===== src/rtl/mem_stage.sv =====
// mem_stage: memory-access stage of the RV32I pipeline.
//
// Sits between the EX/MEM register and mem_wb. ALU-class instructions pass through
// combinationally. Loads and stores are latched and issued to a handshaked data memory
// while upstream is stalled. Misaligned or illegal memory ops raise a one-cycle fault
// and produce a bubble.
//
// Ports:
//   clk_i, rst_i        clock (rising edge), synchronous active-high reset
//   valid_i, inst_i     instruction from EX/MEM and its valid flag
//   pc_i                PC of inst_i (used for the JAL/JALR link value)
//   alu_data_i          ALU result or effective address
//   rs2_data_i          store data
//   stall_o             upstream must hold its outputs at the next edge
//   dmem_*              request/ack data-memory port (word address, byte enables)
//   wb_data_o, inst_o   write-back data and instruction to mem_wb (bubble = addi x0,x0,0)
//   fault_o             one-cycle pulse for a misaligned or illegal memory op
module mem_stage #(
   parameter int unsigned DATA_WIDTH = 32
) (
   input  logic                  clk_i,
   input  logic                  rst_i,
   input  logic                  valid_i,
   input  logic [DATA_WIDTH-1:0] inst_i,
   input  logic [DATA_WIDTH-1:0] pc_i,
   input  logic [DATA_WIDTH-1:0] alu_data_i,
   input  logic [DATA_WIDTH-1:0] rs2_data_i,
   output logic                  stall_o,
   output logic                  dmem_req_o,
   output logic                  dmem_we_o,
   output logic [DATA_WIDTH-1:0] dmem_addr_o,
   output logic [DATA_WIDTH-1:0] dmem_wdata_o,
   output logic [3:0]            dmem_be_o,
   input  logic                  dmem_ack_i,
   input  logic [DATA_WIDTH-1:0] dmem_rdata_i,
   output logic [DATA_WIDTH-1:0] wb_data_o,
   output logic [DATA_WIDTH-1:0] inst_o,
   output logic                  fault_o
);

   localparam logic [0:0] ST_IDLE = 1'b0;
   localparam logic [0:0] ST_REQ  = 1'b1;

   localparam logic [DATA_WIDTH-1:0] NOP_INST = DATA_WIDTH'(32'h0000_0013);

   localparam logic [4:0] OP_LOAD  = 5'b00000;
   localparam logic [4:0] OP_STORE = 5'b01000;
   localparam logic [4:0] OP_JAL   = 5'b11011;
   localparam logic [4:0] OP_JALR  = 5'b11001;

   logic [0:0]            r_state;
   logic [0:0]            w_state_next;
   logic [DATA_WIDTH-1:0] r_inst;
   logic [DATA_WIDTH-1:0] r_addr;
   logic [DATA_WIDTH-1:0] r_wdata;
   logic [3:0]            r_be;
   logic                  r_we;

   logic [4:0]            w_opcode;
   logic [2:0]            w_funct3;
   logic                  w_is_load;
   logic                  w_is_store;
   logic                  w_is_jump;
   logic                  w_illegal;
   logic                  w_misaligned;
   logic                  w_fault;
   logic                  w_mem_go;
   logic [3:0]            w_be;
   logic [DATA_WIDTH-1:0] w_wdata;

   logic [DATA_WIDTH-1:0] w_shifted;
   logic [7:0]            w_ld_byte;
   logic [15:0]           w_ld_half;
   logic [DATA_WIDTH-1:0] w_ld_data;

   // Decode of the incoming instruction; only meaningful in IDLE.
   always_comb begin
      w_opcode   = inst_i[6:2];
      w_funct3   = inst_i[14:12];
      w_is_load  = (w_opcode == OP_LOAD);
      w_is_store = (w_opcode == OP_STORE);
      w_is_jump  = (w_opcode == OP_JAL) || (w_opcode == OP_JALR);

      w_illegal = 1'b0;
      if (w_is_load) begin
         case (w_funct3)
            3'b011, 3'b110, 3'b111: w_illegal = 1'b1;
            default:                w_illegal = 1'b0;
         endcase
      end else if (w_is_store) begin
         w_illegal = (w_funct3 > 3'b010);
      end

      case (w_funct3)
         3'b001, 3'b101: w_misaligned = alu_data_i[0];
         3'b010:         w_misaligned = |alu_data_i[1:0];
         default:        w_misaligned = 1'b0;
      endcase

      w_fault  = valid_i && (w_is_load || w_is_store) && (w_illegal || w_misaligned);
      w_mem_go = valid_i && (w_is_load || w_is_store) && !(w_illegal || w_misaligned);
   end

   // Store lane placement; loads latch zero byte enables.
   always_comb begin
      w_be    = 4'b0000;
      w_wdata = rs2_data_i;
      if (w_is_store) begin
         case (w_funct3[1:0])
            2'b00: begin
               w_be    = 4'b0001 << alu_data_i[1:0];
               w_wdata = {4{rs2_data_i[7:0]}};
            end
            2'b01: begin
               w_be    = alu_data_i[1] ? 4'b1100 : 4'b0011;
               w_wdata = {2{rs2_data_i[15:0]}};
            end
            default: begin
               w_be    = 4'b1111;
               w_wdata = rs2_data_i;
            end
         endcase
      end
   end

   // Load extraction from the latched width and byte offset.
   always_comb begin
      w_shifted = dmem_rdata_i >> {r_addr[1:0], 3'b000};
      w_ld_byte = w_shifted[7:0];
      w_ld_half = r_addr[1] ? dmem_rdata_i[31:16] : dmem_rdata_i[15:0];
      case (r_inst[14:12])
         3'b000:  w_ld_data = {{(DATA_WIDTH-8){w_ld_byte[7]}}, w_ld_byte};
         3'b100:  w_ld_data = {{(DATA_WIDTH-8){1'b0}}, w_ld_byte};
         3'b001:  w_ld_data = {{(DATA_WIDTH-16){w_ld_half[15]}}, w_ld_half};
         3'b101:  w_ld_data = {{(DATA_WIDTH-16){1'b0}}, w_ld_half};
         default: w_ld_data = dmem_rdata_i;
      endcase
   end

   // Outputs and next state. Reset overrides everything so an in-flight request drops
   // in the same cycle reset is seen.
   always_comb begin
      w_state_next = r_state;
      stall_o      = 1'b0;
      fault_o      = 1'b0;
      dmem_req_o   = 1'b0;
      inst_o       = NOP_INST;
      wb_data_o    = '0;

      if (!rst_i) begin
         case (r_state)
            ST_IDLE: begin
               if (valid_i) begin
                  if (w_fault) begin
                     fault_o = 1'b1;
                  end else if (w_mem_go) begin
                     stall_o      = 1'b1;
                     w_state_next = ST_REQ;
                  end else begin
                     inst_o    = inst_i;
                     wb_data_o = w_is_jump ? (pc_i + DATA_WIDTH'(4)) : alu_data_i;
                  end
               end
            end
            default: begin
               dmem_req_o = 1'b1;
               if (dmem_ack_i) begin
                  inst_o       = r_inst;
                  wb_data_o    = r_we ? '0 : w_ld_data;
                  w_state_next = ST_IDLE;
               end else begin
                  stall_o = 1'b1;
               end
            end
         endcase
      end
   end

   assign dmem_we_o    = dmem_req_o & r_we;
   assign dmem_be_o    = dmem_req_o ? r_be : 4'b0000;
   assign dmem_addr_o  = {r_addr[DATA_WIDTH-1:2], 2'b00};
   assign dmem_wdata_o = r_wdata;

   always_ff @(posedge clk_i) begin
      if (rst_i) begin
         r_state <= ST_IDLE;
         r_inst  <= NOP_INST;
         r_addr  <= '0;
         r_wdata <= '0;
         r_be    <= 4'b0000;
         r_we    <= 1'b0;
      end else begin
         r_state <= w_state_next;
         if ((r_state == ST_IDLE) && w_mem_go) begin
            r_inst  <= inst_i;
            r_addr  <= alu_data_i;
            r_wdata <= w_wdata;
            r_be    <= w_be;
            r_we    <= w_is_store;
         end
      end
   end

endmodule


===== config.mk =====
export PLATFORM = sky130hd
export DESIGN_NAME = mem_stage
export DESIGN_NICKNAME = d
export VERILOG_FILES = /design/src/rtl/mem_stage.sv
export SDC_FILE = /design/constraint.sdc
export NUM_CORES = 1
export LEC_CHECK = 0
export CAP_MARGIN = 20
export CORE_UTILIZATION = 33
export CTS_CLUSTER_SIZE = 28
export DETAILED_ROUTE_END_ITERATION = 8
export PLACE_DENSITY = 0.74
export SYNTH_ARGS = -nofsm -noshare
export SYNTH_HDL_FRONTEND = slang
export SYNTH_SLANG_ARGS = --single-unit
export TNS_END_PERCENT = 50

===== constraint.sdc =====
create_clock -name clk_i -period 4.15 [get_ports clk_i]
set_input_delay 1.245 -clock clk_i [delete_from_list [all_inputs] [get_ports clk_i]]
set_output_delay 1.245 -clock clk_i [all_outputs]
set_load 0.02 [all_outputs]

==> qor.csv <==
metric,value,unit
outcome,"complete, but fails checks",
violations,setup timing,
wire_length_of_the_first_global_routing_pass,40250,µm
post-route-worst-setup-slack,-18.31,ps
core_area,18770,µm²
cp.arrival,2920,ps
cts.htree.levels,3,
max_cap_violations,0,
drt-initial-drc-count,478,
floorplan.initialDensity,33.77,%
cp_max_fo,4,
period_share,100.4,%
totalWireLength,26150,µm
hold_depth,2,
multiInputGateArea,4025,µm²
f_max,239.9,MHz
cts-buffers-inserted,9,
cts.sinks,102,
die_width,140.6,µm
post-layout-total-power,2.455,mW
sequential_cell_area,2042,µm²
power-per-cell-area,236.9,nW/µm²
cpPeakStageDelay,270,ps
vias,7666,
grt_pass1_vias,7275,
synth_warnings,0,
synth-adder-area-share,0.1974,%
core.rowCount,50,
gr-usage-met2,44.66,%
clk_transition_reported_paths,90,ps
drtPass1Iterations,5,
r2r_slack,2000,ps
gr-max-usage-layer,met2,
synth_compound_gate_area_share,23.61,%
critical_path_required,2900,ps
maxSlewHeadroom,55.26,%
setup.worst_path.class,in2out,
placement.setup.worst_slack,-754.1,ps
worst_path_max_delay_cell,nor4_4,
report.final.slew_viol_count,0,
crit_path_end_kind,output port,
number_of_register_bits_inferred_by_synthesis,102,
dieHeight,140.6,µm
avgViaCountPerCell,5.327,
holdBufCountCts,0,
cts_tree,done,
path_cells,dlygate4sd2_1 > buf_4 > nand4_1 > buf_4 > buf_4 > nor4_4 > xnor2_1 > a2bb2oi_2 > o21ai_1 > buf_4,
cts_root_buffer,clkbuf_16,
grt_max_degree,90,
global_route.usage.met3,5.944,%
grt_overflow_total,0,
synthMuxAreaShare,5.586,%
antenna_found_initial,2,
total_leakage_power,3.761,nW
totalNegativeSetupSlack,-18.31,ps
synth_seq_area_share,32.21,%
cpMostUsedCell,buf_4,
most_common_cell_after_layout_fill_and_taps_aside,nand2_1,
worstHoldPathType,reg2reg,
avgSynthCellArea,7.236,µm²
area.growth.synth_to_final,63.52,%
buffers_from_clock_root_to_sink_at_most,2,
async_reset_ff_share,0,%
detail_route.wl_per_cell,18.17,µm
post_route_cells_drive_above_1_share,21.36,%
fin_nets,1363,
synth_edf_count,0,
final_antenna_net_count,0,
max-vdd-ir-drop,0.2049,mV
place.detailed.hpwl,19200,µm
fin_skew,10.34,ps
syn-cell-area,6339,µm²
commonest_cells_after_routing_fill_and_taps_aside,"202 x nand2_1, 201 x clkdlybuf4s50_1, 117 x buf_4, 102 x dfxtp_1, 100 x a21oi_1",
clk_latency,360,ps
worstRegToRegCells,8,
fin_crit,4168,ps
synth_top_family_by_area,simple AND/OR/NAND/NOR gates,
drc,0,
grt_setup_unrepaired,yes,
global_router_s_overall_resource_usage,26.06,%
syn_inst,876,
max_slew.worst_pin.slew,668.6,ps
yosys.area_share.xor_xnor,3.869,%
utilization,55.23,%
fin_hold_ws,454.0,ps
gpl.final_weighted_congestion,0.9663,
synth_ff_type,dfxtp_1,
report.final.hold_viol_count,0,
io-pin-count,300,
port-buffer-count,297,
synth_cell_type_count,49,
worstReg2RegEnd,r_addr[20]$_SDFFE_PP0P_,
gr-usage-met1,31.67,%
post_synth_and_or_nand_nor_area_fraction,25.98,%
end_point_of_the_worst_hold_path,dmem_wdata_o[27]$_SDFFE_PP0P_,
timing.rr.start,r_state$_DFF_P_,
nFillCells,1797,
crit_path_start_kind,input port,
finalSetupViolCount,1,
hold_path_startpoint,dmem_wdata_o[27]$_SDFFE_PP0P_,
design.die.area,19770,µm²
sequential cells by signal, indices dropped and copies added, names as in the netlist:
register,count
r_state,1
r_we,1
r_inst,32
r_be,4
dmem_wdata_o,32
r_addr,32
cell families (layout without fill, tap and decap cells):
kind of cell    Yosys count  count (layout)
flops                   102             102
fa+ha+maj                 1               1
simple gates            368             368
xor+xnor                 28              28
other cells               1               4
compound gates          239             239
buf+inv                 104             430
mux                      33              33
metrics by stage:
step | instances | instance area (µm²)
finish | 1439 | 10360
global route | 1439 | 10360
floorplan | 877 | 6342
global placement | 1416 | 9953
detailed placement | 1416 | 9953
CTS | 1434 | 10310
Yosys cell counts (all sizes together) (9+ instances only):
cell	n	area [µm²]
xor2	19	166.4
clkbuf	45	168.9
nor3	19	95.09
mux2i	23	230.2
and2	9	56.30
buf	53	346.6
mux2	9	101.4
a22oi	40	300.3
xnor2	9	78.83
nand3	14	70.07
o21ai	33	165.2
nand4	13	81.33
nor2	58	217.7
dfxtp	102	2042
nand2b	21	131.4
nand2	203	762.0
o211ai	20	150.1
a21oi	101	505.5
critical path: cells and delay by family:
family          cells  cell delay, ps
xor+xnor            1             170
buf+inv             5             840
simple gates        2             360
compound gates      2             310
worst max-delay path by stage:
stage | start | to | slack, ps | depth (start not counted)
finish | pc_i[3] | wb_data_o[15] | -20 | 10
global route | pc_i[13] | wb_data_o[24] | -70 | 8
CTS | dmem_ack_i | wb_data_o[3] | -40 | 8
detailed placement | pc_i[3] | wb_data_o[16] | -750 | 8
global placement | pc_i[3] | wb_data_o[24] | -720 | 10
floorplan | pc_i[7] | wb_data_o[21] | 150 | 5
final cells by class:
| class | count | share of cell area (%) |
|---|---|---|
| diodes | 2 | 0.04829 |
| clock buffers | 9 | 2.173 |
| clock inverters | 7 | 0.9536 |
| inverters | 6 | 0.2173 |
| multi-input cells | 671 | 38.83 |
| flip-flops and latches | 102 | 19.70 |
| well taps | 234 | 2.825 |
| repair buffers | 408 | 35.25 |
repair_timing:
action / in CTS / in global routing
pin swaps: 14 / 10
cloned: 1 / 1
setup endpoints to repair: 64 / 35
buffers inserted: 1 / 1
resized for setup: 334 / 35
metal layers:
| metal | wire (µm) | share of wire [%] |
|---|---|---|
| met1 | 10710 | 41 |
| met2 | 12470 | 48 |
| met3 | 2057 | 7.9 |
| met4 | 906 | 3.5 |
| met5 | 0 | 0 |
report_power, final:
part	internal [mW]	total, mW	switching, mW
Sequential	0.984	0.987	0.00377
Clock	0.448	0.945	0.497
Combinational	0.276	0.523	0.247
Total	1.71	2.46	0.748
Note: power is estimated with default switching activity, not from simulation.
